File: src/rtl/instr_sequencer.sv
// MSP430 main control sequencer: steps each instruction through fetch, operand
// index/read, execute and writeback, and handles reset-vector load and interrupt entry.
module instr_sequencer #(
    parameter logic [15:0] RST_VEC = 16'hFFFE,
    parameter logic [15:0] INT_VEC = 16'hFFF0
) (
    input  logic        clk,
    input  logic        rst,
    input  logic [15:0] MDB,
    input  logic        IntReq,
    input  logic        NMI,
    input  logic        GIE,
    input  logic        JmpTaken,
    input  logic [15:0] VecAddr,
    output logic [15:0] IW,
    output logic        IF,
    output logic        IdxF,
    output logic        SPF,
    output logic        INTACK,
    output logic        Ex,
    output logic        srcInc,
    output logic        dstInc,
    output logic        RW,
    output logic        SpSel,
    output logic        MemRd,
    output logic        MemWr,
    output logic [2:0]  MabSel,
    output logic [15:0] Vector,
    output logic [3:0]  State
);

    typedef enum logic [3:0] {
        ST_RSTV    = 4'd0,
        ST_FETCH   = 4'd1,
        ST_SRC_IDX = 4'd2,
        ST_SRC_RD  = 4'd3,
        ST_DST_IDX = 4'd4,
        ST_DST_RD  = 4'd5,
        ST_EXEC    = 4'd6,
        ST_WB_MEM  = 4'd7,
        ST_PUSH    = 4'd8,
        ST_EXEC2   = 4'd9,
        ST_POP_SR  = 4'd10,
        ST_POP_PC  = 4'd11,
        ST_INT_PC  = 4'd12,
        ST_INT_SR  = 4'd13,
        ST_INT_VEC = 4'd14
    } state_t;

    state_t      state_r;
    state_t      next_s;
    logic [15:0] iw_r;

    // The next-state decision in FETCH must see the word on the bus, not the stale IW.
    logic [15:0] instr_s;
    logic        fmt1_s, fmt2_s, jmp_s, cg_s, cmpbit_s, has_src_s;
    logic        dst_mem_s, wb_s, irq_s;
    logic [1:0]  as_s;
    logic [2:0]  op2_s;
    logic [3:0]  op1_s, sreg_s;
    logic        unused_bw_s;

    assign instr_s     = (state_r == ST_FETCH) ? MDB : iw_r;
    assign op1_s       = instr_s[15:12];
    assign op2_s       = instr_s[9:7];
    assign as_s        = instr_s[5:4];
    assign fmt1_s      = (instr_s[15:12] >= 4'd4);
    assign fmt2_s      = (instr_s[15:10] == 6'b000100);
    assign jmp_s       = (instr_s[15:13] == 3'b001);
    assign sreg_s      = fmt1_s ? instr_s[11:8] : instr_s[3:0];
    assign cg_s        = (sreg_s == 4'd3) || ((sreg_s == 4'd2) && (as_s >= 2'd2));
    assign has_src_s   = (fmt1_s || fmt2_s) && !cg_s;
    assign cmpbit_s    = (op1_s == 4'h9) || (op1_s == 4'hB);
    assign dst_mem_s   = fmt1_s && instr_s[7];
    assign wb_s        = (dst_mem_s && !cmpbit_s) || (fmt2_s && (op2_s <= 3'd3) && (as_s != 2'd0));
    assign irq_s       = NMI || (IntReq && GIE);
    assign unused_bw_s = instr_s[6];

    logic       if_s, idxf_s, spf_s, ack_s, ex_s, sinc_s, rw_s, spsel_s, rd_s, wr_s;
    logic [2:0] mab_s;

    // Strobe decode and next-state selection from the current state and instruction.
    always_comb begin
        next_s  = ST_RSTV;
        if_s    = 1'b0;
        idxf_s  = 1'b0;
        spf_s   = 1'b0;
        ack_s   = 1'b0;
        ex_s    = 1'b0;
        sinc_s  = 1'b0;
        rw_s    = 1'b0;
        spsel_s = 1'b0;
        rd_s    = 1'b0;
        wr_s    = 1'b0;
        mab_s   = 3'd0;
        case (state_r)
            ST_RSTV: begin
                rd_s   = 1'b1;
                ack_s  = 1'b1;
                mab_s  = 3'd4;
                next_s = ST_FETCH;
            end
            ST_FETCH: begin
                rd_s = 1'b1;
                if (irq_s) begin
                    next_s = ST_INT_PC;
                end else begin
                    if_s = 1'b1;
                    if (has_src_s && (as_s == 2'b01)) begin
                        next_s = ST_SRC_IDX;
                    end else if (has_src_s && (as_s >= 2'd2)) begin
                        next_s = ST_SRC_RD;
                    end else if (dst_mem_s) begin
                        next_s = ST_DST_IDX;
                    end else begin
                        next_s = ST_EXEC;
                    end
                end
            end
            ST_SRC_IDX: begin
                idxf_s = 1'b1;
                rd_s   = 1'b1;
                next_s = ST_SRC_RD;
            end
            ST_SRC_RD: begin
                rd_s   = 1'b1;
                mab_s  = 3'd1;
                sinc_s = (as_s == 2'b11);
                next_s = dst_mem_s ? ST_DST_IDX : ST_EXEC;
            end
            ST_DST_IDX: begin
                idxf_s = 1'b1;
                rd_s   = 1'b1;
                next_s = (op1_s == 4'h4) ? ST_EXEC : ST_DST_RD;
            end
            ST_DST_RD: begin
                rd_s   = 1'b1;
                mab_s  = 3'd2;
                next_s = ST_EXEC;
            end
            ST_EXEC: begin
                ex_s = fmt1_s || fmt2_s || jmp_s;
                rw_s = (fmt1_s && !instr_s[7] && !cmpbit_s)
                    || (fmt2_s && (op2_s <= 3'd3) && (as_s == 2'd0))
                    || (jmp_s && JmpTaken);
                if (wb_s) begin
                    next_s = ST_WB_MEM;
                end else if (fmt2_s && ((op2_s == 3'd4) || (op2_s == 3'd5))) begin
                    next_s = ST_PUSH;
                end else if (fmt2_s && (op2_s == 3'd6)) begin
                    next_s = ST_POP_SR;
                end else begin
                    next_s = ST_FETCH;
                end
            end
            ST_WB_MEM: begin
                wr_s   = 1'b1;
                mab_s  = fmt2_s ? 3'd1 : 3'd2;
                next_s = ST_FETCH;
            end
            ST_PUSH: begin
                spf_s  = 1'b1;
                wr_s   = 1'b1;
                mab_s  = 3'd3;
                next_s = (fmt2_s && (op2_s == 3'd5)) ? ST_EXEC2 : ST_FETCH;
            end
            ST_EXEC2: begin
                ex_s   = 1'b1;
                rw_s   = 1'b1;
                next_s = ST_FETCH;
            end
            ST_POP_SR, ST_POP_PC: begin
                spsel_s = 1'b1;
                sinc_s  = 1'b1;
                rd_s    = 1'b1;
                rw_s    = 1'b1;
                mab_s   = 3'd3;
                next_s  = (state_r == ST_POP_SR) ? ST_POP_PC : ST_FETCH;
            end
            ST_INT_PC, ST_INT_SR: begin
                spf_s  = 1'b1;
                wr_s   = 1'b1;
                mab_s  = 3'd3;
                next_s = (state_r == ST_INT_PC) ? ST_INT_SR : ST_INT_VEC;
            end
            ST_INT_VEC: begin
                rd_s   = 1'b1;
                ack_s  = 1'b1;
                mab_s  = 3'd4;
                next_s = ST_FETCH;
            end
            default: begin
                next_s = ST_RSTV;
            end
        endcase
    end

    // State register and instruction latch; an interrupt-entry FETCH leaves IW untouched.
    always_ff @(posedge clk) begin
        if (rst) begin
            state_r <= ST_RSTV;
            iw_r    <= 16'h0000;
        end else begin
            state_r <= next_s;
            if ((state_r == ST_FETCH) && !irq_s) begin
                iw_r <= MDB;
            end else begin
                iw_r <= iw_r;
            end
        end
    end

    // Strobes are forced low while reset is held so an abandoned writeback never reaches memory.
    assign IF     = if_s    & ~rst;
    assign IdxF   = idxf_s  & ~rst;
    assign SPF    = spf_s   & ~rst;
    assign INTACK = ack_s   & ~rst;
    assign Ex     = ex_s    & ~rst;
    assign srcInc = sinc_s  & ~rst;
    assign dstInc = 1'b0;
    assign RW     = rw_s    & ~rst;
    assign SpSel  = spsel_s & ~rst;
    assign MemRd  = rd_s    & ~rst;
    assign MemWr  = wr_s    & ~rst;
    assign MabSel = rst ? 3'd0 : mab_s;
    assign IW     = iw_r;
    assign State  = state_r;
    assign Vector = (state_r == ST_RSTV)    ? RST_VEC :
                    (state_r == ST_INT_VEC) ? ((VecAddr != 16'h0000) ? VecAddr : INT_VEC) :
                                              16'h0000;

endmodule

File: config.mk
export PLATFORM = sky130hd
export DESIGN_NAME = instr_sequencer
export DESIGN_NICKNAME = d
export VERILOG_FILES = /design/src/rtl/instr_sequencer.sv
export SDC_FILE = /design/constraint.sdc
export NUM_CORES = 1
export LEC_CHECK = 0
export ABC_AREA = 0
export BUFFER_PORTS_ARGS = -buffer_cell sky130_fd_sc_hd__buf_2
export CELL_PAD_IN_SITES_DETAIL_PLACEMENT = 0
export CELL_PAD_IN_SITES_GLOBAL_PLACEMENT = 2
export CORE_ASPECT_RATIO = 1.5
export CORE_MARGIN = 8
export CORE_UTILIZATION = 22
export DETAILED_ROUTE_END_ITERATION = 16
export GPL_TIMING_DRIVEN = 0
export PLACE_DENSITY = 0.88
export SLEW_MARGIN = 20
export SYNTH_ARGS = -nofsm -noshare
export SYNTH_HDL_FRONTEND = slang
export SYNTH_SLANG_ARGS = --single-unit
File: constraint.sdc
create_clock -name clk -period 2.2 [get_ports clk]
set_input_delay 0.11 -clock clk [delete_from_list [all_inputs] [get_ports clk]]
set_output_delay 0.11 -clock clk [all_outputs]
set_load 0.02 [all_outputs]
==> metrics.md, run 1 <==
| Metric | Value |
|---|---|
| Class of the worst hold path | `input pin to flop` |
| Clock latency on the worst-skew pair | `0.26 ns` |
| Leak | `1.04 nW` |
| Max Clock Skew | `0.00314 ns` |
| Outcome | `complete, but fails checks` |
| Worst Slack Setup Final | `-0.120 ns` |
| Slew Limit Headroom | `65.8%` |
| Layout cells sized above 1 | `37.6%` |
| Clock Path Buffers | `2` |
| Mapped Cells | `238` |
| First-pass GRT wire length | `10.5 mm` |
| Synth Warn # | `0` |
| Yosys top cell by area | `dfxtp_1` |
| Count leader, synth | `nand2_1` |
| DP HPWL | `5.48 mm` |
| Syn Area/Cell | `6.86 µm²` |
| Pins Over Slew Limit | `0` |
| Cell area after synthesis | `1630 µm²` |
| Total GRT Usage | `12.2%` |
| Post-Synthesis Net Count | `276` |
| Per-cell routed wire length | `15.8 µm` |
| EDFF count, synth | `0` |
| Layout Utilization | `33.0%` |
| # hold bufs at CTS | `0` |
| Area grow syn2layout | `46.1%` |
| IO buf count | `86` |
| Die H | `121 µm` |
| Die area | `10,500 µm²` |
| Synth top area share | `24.5%` |
| CTS tree | `yes` |
| Routed Antenna Nets | `0` |
| Tmin final | `2.32 ns` |
| Slew @ Worst Pin | `0.513 ns` |
| Asr flop ratio synth | `0%` |
| Power density over cell area | `985 nW/µm²` |
| Initial antenna violation count | `0` |
| Final worst path period share | `105%` |
| Detailed-route vias per instance | `4.89` |
| Yosys reg bits | `20` |
| Top cells by area, synth | `dfxtp_1 25%, nand2_1 12%, a21oi_1 9.5%` |
| Met3 Use GR | `3.05%` |
| Diode count | `0` |
| Failing checks | `setup timing` |
| Clk sink count | `20` |
| First DRT Iteration DRCs | `127` |
| Busiest grt layer | `met2` |
| Final setup viols | `1` |
| # DRC | `0` |
| Synth Flop Type | `dfxtp_1` |
| Maximum clock rate | `0.431 GHz` |
| Max Cap Viol | `0` |
| Row count | `38` |
| Synth unique cells | `48` |
| Met2 Use GR | `22.8%` |
| Area of all placed cells without fillers | `2380 µm²` |
| Root Driver | `clkbuf_8` |
| Via Count | `2,127` |
| Hold Fails Final Rpt | `0` |
| Final nets | `375` |
| Clock transition at path regs | `0.08 ns` |
| H-tree levels | `1` |
| CP max FO | `4` |
| CP Capture Type | `output pin` |
| Register area share after synthesis | `24.5%` |
| Core area | `7230 µm²` |
| Vias in the first global route | `2,106` |
| Kind of critical path | `flop to output pin` |
| Remaining Overflow, GRT | `0` |
| Grt met1 use | `13.6%` |
| Worst setup SP type | `flop` |
| IO Count | `88` |
| Crit path DAT | `2.21 ns` |
| TritonCTS buffer count | `3` |
| WP data required | `2.09 ns` |
| Die Wd | `86.3 µm` |
| Max IR drop VDD | `0.000433 V` |
| WL final | `6.87 mm` |
| Largest net degree at the start of global routing | `11` |
| Initial Util | `22.6%` |
| RePlAce Congestion | `0.853` |
| RSZ-0062 raised after global routing | `true` |
| Post-synth top cells | `51 x nand2_1, 31 x a21oi_1, 20 x dfxtp_1` |
| TritonRoute pass-1 iters | `4` |
| Dpl cell area | `2190 µm²` |
[area by class of cell]
| cell class | count | area [µm²] |
|---|---|---|
| Buffer | 16 | 86.3 |
| Clock buffer | 3 | 41.3 |
| Fill cell | 848 | 4840 |
| Inverter | 6 | 22.5 |
| Multi-Input combinational cell | 195 | 1190 |
| Sequential cell | 20 | 409 |
| Tap cell | 100 | 125 |
| Timing Repair Buffer | 95 | 507 |
[registers in the layout, summed over array words and instances, names as in the netlist]
name   count
State      4
IW        16
[where the power goes]
part	leakage (nW)	total [mW]	internal, mW	switching (mW)
logic	0.851	1.62	0.610	1.01
registers	0.164	0.481	0.417	0.0638
clock network	0.0216	0.246	0.122	0.123
total	1.04	2.35	1.15	1.20
[final timing paths]
path / slack (ns) / to / start / depth (start not counted)
worst max-delay path: -0.12 / RW / State[2] / 6
worst min-delay path: 0.09 / IW[1] / MDB[1] / 3
worst max register to register: 0.13 / State[2] / State[2] / 7
worst min register to register: 0.46 / IW[1] / IW[1] / 2
[cells by family (layout without fill, tap and decap cells)]
| logic type | count (synthesis) | count (layout) | share of synthesized area (%) |
|---|---|---|---|
| and+or+nand+nor | 120 | 120 | 38.5 |
| AOI/OAI and AO/OA | 73 | 73 | 29.5 |
| DFF | 20 | 20 | 24.5 |
| buffers and inverters | 23 | 120 | 6.67 |
| xor gates and xnor gates | 1 | 1 | 0.537 |
| other | 1 | 1 | 0.230 |
[placed cells by master (no fill, tap or decap), types with 4 or more instances in the layout]
| master | instances |
|---|---|
| o21a_1 | 12 |
| buf_2 | 85 |
| nor2_1 | 15 |
| clkbuf_1 | 7 |
| nand2_1 | 49 |
| nor4_1 | 9 |
| buf_4 | 12 |
| o21ai_0 | 4 |
| a21oi_1 | 30 |
| a31oi_1 | 4 |
| nor2b_1 | 6 |
| dfxtp_1 | 17 |
| nand4_1 | 5 |
| clkbuf_2 | 5 |
| nor3_1 | 7 |
| nand3_1 | 4 |
| inv_1 | 6 |
[routing by layer]
layer	wire [µm]	share of wire, %
met2	3460	50
met1	2830	41
met5	0	0
met3	554	8.1
met4	28	0.41
[worst max-delay path, stage by stage (launching register included)]
cell and delay [ns]:
dfxtp_4 0.36, or4b_4 0.60, and2_4 0.20, a2111oi_4 0.29
o311ai_2 0.16, a21oi_1 0.18, buf_4 0.17
[timing repair]
item | in CTS | in global routing
pin swaps | 4 | 5
resized for setup | 13 | 21
endpoints found under the setup margin | 14 | 16
buffers inserted | 2 | 7
[through the flow]
stage	power (mW)	instances	TNS, ns	hold slack, ns	worst slack, ns
after floorplan	1.45	238	0	0.246	0.118
after global placement	1.91	424	-0.000737	0.362	-0.000737
after detailed placement	1.91	424	0	0.373	0.0136
after CTS	2.22	429	-0.0758	0.0967	-0.0758
after global routing	2.51	435	-0.232	0.0963	-0.211
final	2.35	435	-0.120	0.0932	-0.120
(Power assumes the default switching activity.)
==> inputs of run 2 (changes only) <==
--- a/config.mk
+++ b/config.mk
@@ -6,7 +6,7 @@
 export NUM_CORES = 1
 export LEC_CHECK = 0
 export ABC_AREA = 0
-export BUFFER_PORTS_ARGS = -buffer_cell sky130_fd_sc_hd__buf_2
+export BUFFER_PORTS_ARGS = -buffer_cell sky130_fd_sc_hd__buf_4
 export CELL_PAD_IN_SITES_DETAIL_PLACEMENT = 0
 export CELL_PAD_IN_SITES_GLOBAL_PLACEMENT = 2
 export CORE_ASPECT_RATIO = 1.5
==> metrics.md, run 2 (synthesis results as in run 1) <==
| Metric | Value |
|---|---|
| Most frequent cells in the layout | `92 x buf_4, 51 x nand2_1, 30 x a21oi_1, 16 x dfxtp_1, 16 x nor2_1` |
| Max reg flops | `16` |
| Failing checks | `setup timing` |
| Max IR drop VDD | `0.000372 V` |
| Max Cap Viol | `0` |
| Worst Hold Slack | `0.103 ns` |
| Cells along the critical path | `or4b_4, and2_4, a2111oi_4, o311ai_1, a21oi_1, buf_4` |
| Slowest stage delay, CP | `0.58 ns` |
| Internal power | `1.23 mW` |
| TritonCTS buffer count | `3` |
| Total GRT Usage | `13.1%` |
| NetSw | `1.17 mW` |
| Final nets | `370` |
| Via Count | `2,097` |
| Detailed-route vias per instance | `4.88` |
| Die area | `10,500 µm²` |
| Maximum clock rate | `0.449 GHz` |
| Area grow syn2layout | `55.0%` |
| Clock Path Buffers | `2` |
| Die Wd | `86.3 µm` |
| Layout Utilization | `35.0%` |
| Largest net degree at the start of global routing | `11` |
| Clock transition at path regs | `0.08 ns` |
| Layout cells sized above 1 | `35.8%` |
| # DRC | `0` |
| First DRT Iteration DRCs | `118` |
| Class of the worst hold path | `input pin to flop` |
| Leak | `1.05 nW` |
| Crit path DAT | `2.12 ns` |
| Routed Antenna Nets | `0` |
| Core area | `7230 µm²` |
| Diode count | `0` |
| Clk network pwr share | `10.2%` |
| Placed Cells | `424` |
| Pins Over Slew Limit | `0` |
| CTS tree | `yes` |
| Reg2reg path depth | `7` |
| Max Clock Skew | `0.00274 ns` |
| Slew Limit Headroom | `66.4%` |
| Power density over cell area | `950 nW/µm²` |
| Fillers | `828` |
| WL final | `6.82 mm` |
| RSZ-0062 raised after global routing | `true` |
| Combinational power share | `70.0%` |
| H-tree levels | `1` |
| Tmin final | `2.23 ns` |
| IO Count | `88` |
| Initial Util | `22.6%` |
| RePlAce Congestion | `0.839` |
| Clk sink count | `20` |
| Finished Layout Cells | `430` |
| Per-cell routed wire length | `15.9 µm` |
| TNS Setup | `-0.0287 ns` |
| Worst path slowest cell | `or4b_4` |
| # hold bufs at CTS | `0` |
| Worst Slack Setup Final | `-0.0287 ns` |
| Cell depth of the worst hold path | `3` |
| Initial antenna violation count | `0` |
| Final worst path period share | `101%` |
| Clock latency on the worst-skew pair | `0.26 ns` |
| Total power | `2.40 mW` |
| Commonest non-fill, non-tap cell in the layout | `buf_4` |
| Final setup viols | `1` |
| Hold Fails Final Rpt | `0` |
| IO buf count | `86` |
| CP max FO | `4` |
| Slew @ Worst Pin | `0.504 ns` |
| DP HPWL | `5.59 mm` |
| Outcome | `complete, but fails checks` |
| TritonRoute pass-1 iters | `4` |
| First-pass GRT wire length | `11.3 mm` |
| Remaining Overflow, GRT | `0` |
| Die H | `121 µm` |
| Vias in the first global route | `2,247` |
| CP Capture Type | `output pin` |
| WP data required | `2.09 ns` |
| Sequential fraction of design power | `19.8%` |
| Switching Share | `48.9%` |
| Worst setup SP type | `flop` |
| Root Driver | `clkbuf_8` |
| Kind of critical path | `flop to output pin` |
| Row count | `38` |
[run 2: timing repair]
action | in CTS | in global routing
setup endpoints to repair | 14 | 14
gates resized for setup | 19 | 6
gates cloned | 0 | 0
pin swaps | 5 | 0
setup buffers | 4 | 0
[run 2: path summary, 6_finish.rpt]
check	start	to	slack [ns]
max	State[2]	RW	-0.03
min	MDB[11]	IW[11]	0.10
max reg2reg	State[2]	State[0]	0.34
min reg2reg	IW[2]	IW[2]	0.46
[run 2: worst max-delay path, delay by kind of cell, from the launching register on]
family | cells | cell delay (ns)
compound gates | 3 | 0.58
buf+inv | 1 | 0.17
flops | 1 | 0.34
simple gates | 2 | 0.77
[run 2: final cells by class]
cell class	instances	area, µm²	area share [%]
Buffer	16	82.6	3.27
Clock buffer	3	41.3	1.63
Inverter	6	22.5	0.891
Multi-Input combinational cell	195	1170	46.3
Sequential cell	20	410	16.2
Tap cell	100	125	4.95
Timing Repair Buffer	90	676	26.7
[run 2: layer usage]
| metal | up-vias | routed length (µm) | track usage [%] |
|---|---|---|---|
| met1 | 939 | 2690 | 14.1 |
| li1 | 1050 | - | - |
| met3 | 12 | 595 | 3.93 |
| met4 | 0 | 162 | 4.65 |
| met5 | - | 0 | 0 |
| met2 | 96 | 3370 | 23.6 |
[run 2: through the flow]
stage               area (µm²)  setup slack (ns)
finish                    2530           -0.0287
global placement          2400           -0.0168
global route              2530            -0.134
CTS                       2520           -0.0341
detailed placement        2400           -0.0135
floorplan                 1630             0.118
[run 2: power by group through the flow]
stage | registers (mW) | logic (mW) | clock network, mW
floorplan | 0.529 | 0.921 | 0
global placement | 0.483 | 1.59 | 0
detailed placement | 0.485 | 1.59 | 0
CTS | 0.477 | 1.68 | 0.247
global route | 0.491 | 1.83 | 0.267
finish | 0.477 | 1.68 | 0.245
